### src/rtl/arb_pkg.sv
// rtl/arb_pkg.sv - shared types for the request/hold arbiter clients and monitors
package arb_pkg;

    localparam int ARB_LEN_W = 4;
    localparam int ARB_TAG_W = 4;

    typedef enum logic [1:0] {
        ST_IDLE,
        ST_REQ,
        ST_BURST,
        ST_DONE
    } arb_state_t;

    typedef struct packed {
        logic [ARB_LEN_W-1:0] len;
        logic [ARB_TAG_W-1:0] tag;
    } arb_desc_t;

endpackage

### src/rtl/arb_cmd_slot.sv
// rtl/arb_cmd_slot.sv - one-entry valid/ready descriptor register
module arb_cmd_slot #(
    parameter int W = 8
) (
    input  logic         clk,
    input  logic         rst_n,
    input  logic         in_valid,
    output logic         in_ready,
    input  logic [W-1:0] in_data,
    output logic         out_valid,
    output logic [W-1:0] out_data,
    input  logic         pop
);

    logic         valid;
    logic [W-1:0] data;
    logic         push;

    // ready comes straight from the register so the producer never sees a comb path
    assign in_ready  = ~valid;
    assign push      = in_valid & ~valid;
    assign out_valid = valid;
    assign out_data  = data;

    always_ff @(posedge clk) begin
        if (!rst_n) begin
            valid <= 1'b0;
            data  <= '0;
        end else if (push) begin
            valid <= 1'b1;
            data  <= in_data;
        end else if (pop) begin
            valid <= 1'b0;
        end
    end

endmodule

### src/rtl/arb_hold_requester.sv
// rtl/arb_hold_requester.sv - burst initiator driving req/hold toward one round-robin arbiter port
module arb_hold_requester
    import arb_pkg::*;
#(
    parameter int LEN_W  = 4,
    parameter int TAG_W  = 4,
    parameter int WAIT_W = 8
) (
    input  logic              CLK,
    input  logic              rst_n,
    input  logic              cmd_valid,
    output logic              cmd_ready,
    input  logic [LEN_W-1:0]  cmd_len,
    input  logic [TAG_W-1:0]  cmd_tag,
    output logic              req,
    output logic              hold,
    input  logic              gnt,
    output logic              beat_fire,
    output logic [LEN_W-1:0]  beat_idx,
    output logic              beat_last,
    output logic [TAG_W-1:0]  beat_tag,
    output logic              done,
    output logic              err,
    output logic [WAIT_W-1:0] wait_max
);

    arb_state_t              state, state_nxt;
    logic [LEN_W-1:0]        idx, idx_nxt;
    logic [LEN_W-1:0]        act_len;
    logic [TAG_W-1:0]        act_tag;
    logic [WAIT_W-1:0]       wait_cnt;
    logic                    err_r;
    logic [WAIT_W-1:0]       wait_max_r;
    logic                    pend_valid;
    logic [LEN_W+TAG_W-1:0]  pend_data;
    logic                    load;
    logic                    set_err;
    logic                    is_last;

    arb_cmd_slot #(
        .W (LEN_W + TAG_W)
    ) u_slot (
        .clk       (CLK),
        .rst_n     (rst_n),
        .in_valid  (cmd_valid),
        .in_ready  (cmd_ready),
        .in_data   ({cmd_len, cmd_tag}),
        .out_valid (pend_valid),
        .out_data  (pend_data),
        .pop       (load)
    );

    assign is_last = (idx == act_len);

    always_comb begin
        state_nxt = state;
        idx_nxt   = idx;
        load      = 1'b0;
        set_err   = 1'b0;
        case (state)
            ST_IDLE: begin
                if (pend_valid) begin
                    load      = 1'b1;
                    state_nxt = ST_REQ;
                end
            end
            ST_REQ: begin
                if (gnt) begin
                    if (is_last) begin
                        state_nxt = ST_DONE;
                    end else begin
                        state_nxt = ST_BURST;
                        idx_nxt   = idx + LEN_W'(1);
                    end
                end
            end
            ST_BURST: begin
                // losing the grant mid-burst re-arbitrates and resumes at the same beat
                if (gnt) begin
                    if (is_last) begin
                        state_nxt = ST_DONE;
                    end else begin
                        idx_nxt = idx + LEN_W'(1);
                    end
                end else begin
                    set_err   = 1'b1;
                    state_nxt = ST_REQ;
                end
            end
            ST_DONE: begin
                if (pend_valid) begin
                    load      = 1'b1;
                    state_nxt = ST_REQ;
                end else begin
                    state_nxt = ST_IDLE;
                end
            end
            default: state_nxt = ST_IDLE;
        endcase
        if (load) begin
            idx_nxt = '0;
        end
    end

    always_ff @(posedge CLK) begin
        if (!rst_n) begin
            state      <= ST_IDLE;
            idx        <= '0;
            act_len    <= '0;
            act_tag    <= '0;
            wait_cnt   <= '0;
            err_r      <= 1'b0;
            wait_max_r <= '0;
        end else begin
            state <= state_nxt;
            idx   <= idx_nxt;
            if (load) begin
                act_len <= pend_data[LEN_W+TAG_W-1:TAG_W];
                act_tag <= pend_data[TAG_W-1:0];
            end
            if (set_err) begin
                err_r <= 1'b1;
            end
            if (state == ST_REQ) begin
                if (gnt) begin
                    wait_cnt <= '0;
                    if (wait_cnt > wait_max_r) begin
                        wait_max_r <= wait_cnt;
                    end
                end else if (wait_cnt != {WAIT_W{1'b1}}) begin
                    wait_cnt <= wait_cnt + WAIT_W'(1);
                end
            end
        end
    end

    // req/hold are pure state decodes: gnt is combinational from them on the arbiter side
    assign req       = (state == ST_REQ) || (state == ST_BURST);
    assign hold      = (state == ST_BURST);
    assign beat_fire = req & gnt;
    assign beat_idx  = idx;
    assign beat_last = req & is_last;
    assign beat_tag  = act_tag;
    assign done      = (state == ST_DONE);
    assign err       = err_r;
    assign wait_max  = wait_max_r;

endmodule

### config.mk
export PLATFORM = sky130hd
export DESIGN_NAME = arb_hold_requester
export DESIGN_NICKNAME = d
export VERILOG_FILES = /design/src/rtl/arb_pkg.sv /design/src/rtl/arb_cmd_slot.sv /design/src/rtl/arb_hold_requester.sv
export SDC_FILE = /design/constraint.sdc
export NUM_CORES = 1
export LEC_CHECK = 0
export BUFFER_PORTS_ARGS = -buffer_cell sky130_fd_sc_hd__buf_2
export CORE_MARGIN = 2
export CORE_UTILIZATION = 30
export DETAILED_ROUTE_END_ITERATION = 6
export SLEW_MARGIN = 20
export SYNTH_ARGS = -nofsm -noshare
export SYNTH_HDL_FRONTEND = slang
export SYNTH_SLANG_ARGS = --single-unit
export TNS_END_PERCENT = 100
### constraint.sdc
create_clock -name CLK -period 1.7 [get_ports CLK]
set_clock_uncertainty 0.05 [all_clocks]
set_input_delay 0.17 -clock CLK [delete_from_list [all_inputs] [get_ports CLK]]
set_output_delay 0.17 -clock CLK [all_outputs]
set_load 0.05 [all_outputs]
**Yosys cells after proc, flatten, opt, wreduce, memory -nomap -nowiden**

Cells that the tools add are included.
W data, S select, Z words.

- Add/subtract/negate cells: 2
- $lt $le $gt $ge: 1
- Equal/unequal tests: 8
- Mux-type cells: 15
- Bitwise operators: 6
- Reduce and logical (&&, ||, !) cells: 11

Operators with widths:

| cell | number |
|---|---|
| $mux W8 | 2 |
| $reduce_and A3 Y1 | 3 |
| $add A8 B1 Y8 const B | 1 |
| $gt A8 B8 Y1 | 1 |
| $mux W1 | 8 |
| $mux W2 | 4 |
| $ne A8 B8 Y1 const B | 1 |
| $pmux W2 S4 | 1 |
| $reduce_or A2 Y1 | 3 |
| $add A4 B1 Y4 const B | 1 |
| $eq A2 B2 Y1 const B | 2 |
| $eq A4 B4 Y1 | 1 |
| $reduce_bool A2 Y1 | 2 |
| $and A1 B1 Y1 | 3 |
| $ne A3 B2 Y1 const B | 1 |
| $not A1 Y1 | 3 |
| $eq A2 B1 Y1 const B | 1 |
| $logic_not A2 Y1 | 1 |
| $ne A2 B1 Y1 const B | 1 |
| $ne A2 B2 Y1 const B | 1 |
| $reduce_and A2 Y1 | 1 |
| $logic_or A1 B1 Y1 | 1 |

- Register bits after elaboration: 40
- Logic and storage cells: 52

**Logic depth before layout (Yosys ltp)**

- Depth in word-level cells: 5
- Mapped depth: 8
- Gate-level depth less buffers: 7

**Hierarchy**

A second synthesis with hierarchy kept.

- Cell total of the unflattened synthesis: 245
- Area, all modules: 2044.5 um2

Modules (own cells, without submodules):

| module | times used | cells an instance | area an instance (um2) |
|---|---|---|---|
| arb_hold_requester | 1 | 205 | 1667.8 |
| arb_cmd_slot | 1 | 40 | 376.6 |

**Worst setup path after synthesis**

No wires, ideal clock.

- Path type: flip-flop to flip-flop
- From: register state[0]
- To: register idx[3] (netlist: beat_idx[3])
- Setup time: 65 ps
- Data arrival time: 2294 ps
- Required time: 1585 ps
- Slack: -709 ps
- Cell stages (with the launch flop): 8
- Path buffers: 0
- Period minus slack after synthesis: 2409 ps
- Cells stage by stage: dfxtp_1 -> inv_1 -> ha_1 -> and2_1 -> o41a_1 -> nand4_1 -> xor2_1 -> nor2_1

- Cells in the longest elaborated chain, start to end: 4
- Elaborated cells between the ends (all ways): 9
- Classes of those cells: 3 x eq/ne; 1 x mux; 5 x reduce/logical

Ends and longest elaborated chain:

| what | RTL line | text |
|---|---|---|
| start: declaration | arb_hold_requester.sv:27 | `arb_state_t state, state_nxt;` |
| start signal: assignment | arb_hold_requester.sv:115 | `state <= state_nxt;` |
| $eq A2 B2 Y1 / $logic_not A2 Y1 (equally long branches) | arb_hold_requester.sv:60 | `case (state)` |
| $reduce_or A2 Y1 (no line) | -- |  |
| $mux W1 | -- |  |
| $reduce_or A2 Y1 (no line) | -- |  |
| end signal: assignment | arb_hold_requester.sv:116 | `idx <= idx_nxt;` |
| end: declaration | arb_hold_requester.sv:28 | `logic [LEN_W-1:0] idx, idx_nxt;` |

Parallel ways exist; a longest one is shown, timed or not.
A chain may end at the register's enable or synchronous reset.

**Worst setup path in the final report**

- From: register wait_max_r[1] (netlist: wait_max[1])
- To: register wait_max_r[2] (netlist: wait_max[2])

- Cells in the longest elaborated chain, start to end: 2

Ends and longest elaborated chain:

| what | RTL line | text |
|---|---|---|
| start: declaration | arb_hold_requester.sv:33 | `logic [WAIT_W-1:0] wait_max_r;` |
| start signal: assignment | arb_hold_requester.sv:128 | `wait_max_r <= wait_cnt;` |
| $gt A8 B8 Y1 | arb_hold_requester.sv:127 | `if (wait_cnt > wait_max_r) begin` |
| $reduce_and A3 Y1 (no line) | -- |  |

Every way passes these cells.

==> impl_metrics.py <==
metrics = {
    "placement": {
        "finalWeightedCongestion": 0.7527,
        "hpwl_mm": 3.227,
        "port_buffers": 34,
        "dp.cells": 352,
    },
    "worst_setup_path": {
        "worstPathRequired_ps": 1870,
        "critical_path.endpoint_type": "flip-flop",
        "r2r-start": "wait_max[1]",
        "arrival_ps": 1900,
        "reg2reg_depth": 8,
        "crit_type": "reg2reg",
        "start_kind": "flip-flop",
        "crit_path_max_fanout": 4,
        "r2r_end": "wait_max[2]",
        "r2r_setup_slack_ps": -30,
    },
    "drt": {
        "drt_iter0_drc": 35,
        "ant_nets": 0,
        "dr.pass1.iters": 4,
        "wl_per_cell_um": 12.18,
        "drc": 0,
        "vias_per_cell": 4.751,
        "drt_wl_total_mm": 4.458,
        "dr_total_vias": 1739,
    },
    "global_route": {
        "grt_remaining_overflow": 0,
        "grt_usage_pct": 12.96,
        "antenna_found_initial": 0,
        "grt_max_degree": 18,
        "grt_pass1_vias": 1657,
        "grt_pass1_wl_mm": 7.514,
    },
    "synthesis": {
        "synthArstFlopShare_pct": 0,
        "yosys.area.top_type": "dfxtp_1",
        "synth.area.top_cells": "dfxtp_1 41%, ha_1 9.5%, mux2i_1 9.2%",
        "synth_cell_type_count": 38,
        "syn_nets": 253,
        "ys_ff_latch": 40,
        "syn-instance-count": 226,
        "syn_avg_cell_area_um2": 8.709,
        "synth.cell_area_um2": 1968,
        "synth_flop_cell": "dfxtp_1",
        "yosysTopAreaCellShare_pct": 40.69,
        "yosysSeqAreaShare_pct": 40.69,
        "synth_edf_count": 0,
        "synth-warning-count": 0,
    },
    "floorplanning": {
        "dieArea_um2": 7224,
        "ios": 35,
        "core_area_um2": 6350,
        "start_util_pct": 31.00,
        "rows": 29,
        "die_y_um": 85.00,
        "die_w_um": 85.00,
    },
    "power_and_ir_drop": {
        "power_w": 0.002877,
        "leakage_nw": 1.152,
        "peakVddDrop_uv": 669.8,
        "pwr_density_cell_nw_per_um2": 1055,
    },
    "clocking": {
        "cts-root-buf": "clkbuf_8",
        "clk_latency_ps": 300,
        "clockBufferDepth": 2,
        "clock-sinks": 40,
        "cts_tree": "yes",
        "cts.clk_slew.worst_paths_ps": 90,
        "htreeDepth": 2,
        "cts_buffers": 5,
    },
    "status": {
        "status": "complete, but fails checks",
        "violations": "setup timing",
    },
    "hold_path": {
        "min_from": "cmd_valid",
        "hold_class": "in2reg",
        "holdPathEnd": "u_slot.out_valid",
        "holdPathStages": 3,
    },
    "sta": {
        "worstMarginPinSlew_ps": 476.2,
        "rsz0062_at_grt": "yes",
        "setup_violations": 8,
        "slew_viol_final": 0,
        "setup_slack_ps": -28.03,
        "finalCritPeriodShare_pct": 101.6,
        "fin_setup_tns_ps": -128.7,
        "finalCriticalPeriod_ps": 1728,
        "fmax_ghz": 0.5787,
        "finalHoldViolCount": 0,
        "slew_headroom_pct": 68.22,
    },
    "layout": {
        "layout-drive-gt1-share_pct": 39.10,
        "post-route-util_pct": 42.96,
        "antenna_cells": 0,
        "final_cell_count_no_fill": 366,
        "final_nets": 315,
        "syn_to_final_growth_pct": 38.59,
    },
    "flow_run": {
        "maxCapViolations": 0,
    },
}
cell usage after synthesis, types with 2 or more instances:
master / count
nand2_1: 41
dfxtp_1: 40
mux2i_1: 18
nor2_1: 18
a21oi_1: 17
ha_1: 15
inv_1: 14
nor2b_1: 8
xor2_1: 6
clkbuf_1: 4
nand3_1: 4
nand4_1: 4
o21ai_0: 4
xnor2_1: 3
a31o_2: 2
and2_1: 2
buf_6: 2
nor3_1: 2
o211ai_1: 2
o21a_1: 2
per-stage QoR:
step	area [µm²]	setup slack [ps]	hold slack [ps]
after floorplan	2044	-109.4	235.8
after global placement	2437	21.69	350.5
after detailed placement	2437	-18.56	349.3
after CTS	2610	-7.562	28.81
after global routing	2728	-114.4	52.67
final	2728	-28.03	39.22
final cells by class:
class	instances	area, µm²
Multi-Input combinational cell	164	1204
Inverter	14	55.05
Timing Repair Buffer	63	415.4
Fill cell	623	3622
Tap cell	77	96.34
Clock inverter	1	8.758
Sequential cell	40	840.8
Clock buffer	7	107.6
timing repair:
| item | CTS | global route |
|---|---|---|
| pin swaps | 2 | 6 |
| buffers inserted | 1 | 5 |
| endpoints found under the setup margin | 10 | 17 |
| hold buffers | 0 | 0 |
| gates resized for setup | 9 | 19 |
worst max-delay path by stage:
stage,startpoint,end,slack (ps),cells past startpoint
after floorplan,wait_max[5],wait_max[0],-110,7
after global placement,wait_max[1],wait_max[7],20,8
after detailed placement,wait_max[1],wait_max[2],-20,8
after CTS,beat_idx[3],beat_last,-8,4
after global routing,wait_max[1],wait_max[6],-110,8
final,wait_max[1],wait_max[2],-30,8
power breakdown:
group / total (W) / leakage [nW] / switching, W / internal (W)
clock: 0.000776 / 0.0596 / 0.000355 / 0.000421
combinational: 0.00105 / 0.757 / 0.000604 / 0.000449
sequential: 0.00105 / 0.335 / 0.0000562 / 0.000992
layer usage:
metal | track usage, % | part of all wire, % | vias to the layer above
met5 | 0 | 0 | -
met4 | 5.195 | 1.9 | 0
met3 | 3.794 | 3.9 | 9
met2 | 21.73 | 49 | 29
met1 | 15.54 | 46 | 813
li1 | - | - | 888
placed cells by master (no fill, tap or decap), types with 2 or more instances in the layout:
cell type,instances
o21a_1,2
nand2_1,40
a21oi_1,15
o211ai_1,2
buf_6,4
nor2_1,18
dfxtp_2,8
nand2_2,2
and2_4,2
inv_2,4
xor2_1,5
clkbuf_8,6
a21oi_2,2
buf_4,26
ha_4,7
ha_1,8
nand3_1,4
nor2b_1,7
dfxtp_4,8
mux2i_1,18
nand4_1,4
xnor2_1,3
o21ai_0,4
inv_1,9
dfxtp_1,24
buf_2,32
nor3_1,2
flip-flops by register name, summed over array words and instances, names as in the netlist:
| register | flops |
|---|---|
| act_len | 4 |
| wait_max | 8 |
| err | 1 |
| beat_tag | 4 |
| state | 2 |
| u_slot.out_valid | 1 |
| beat_idx | 4 |
| wait_cnt | 8 |
| u_slot.out_data | 8 |
cell families after synthesis:
kind of cell    count (synthesis)  share of synthesized area (%)
simple gates                   86                          19.64
fa+ha+maj                      15                          9.536
mux                            18                          9.154
xor+xnor                        9                          4.005
compound gates                 36                          11.95
buf+inv                        22                          5.021
flops                          40                          40.69
critical path: stages, from the launching register on:
cell and delay [ps]:
dfxtp_4 350, inv_1 50, ha_4 260, nor2b_2 120, o211ai_1 110, a31o_4 250, a21oi_4 130, buf_6 140
mux2i_1 180
Power figures use the tool's default switching activity.
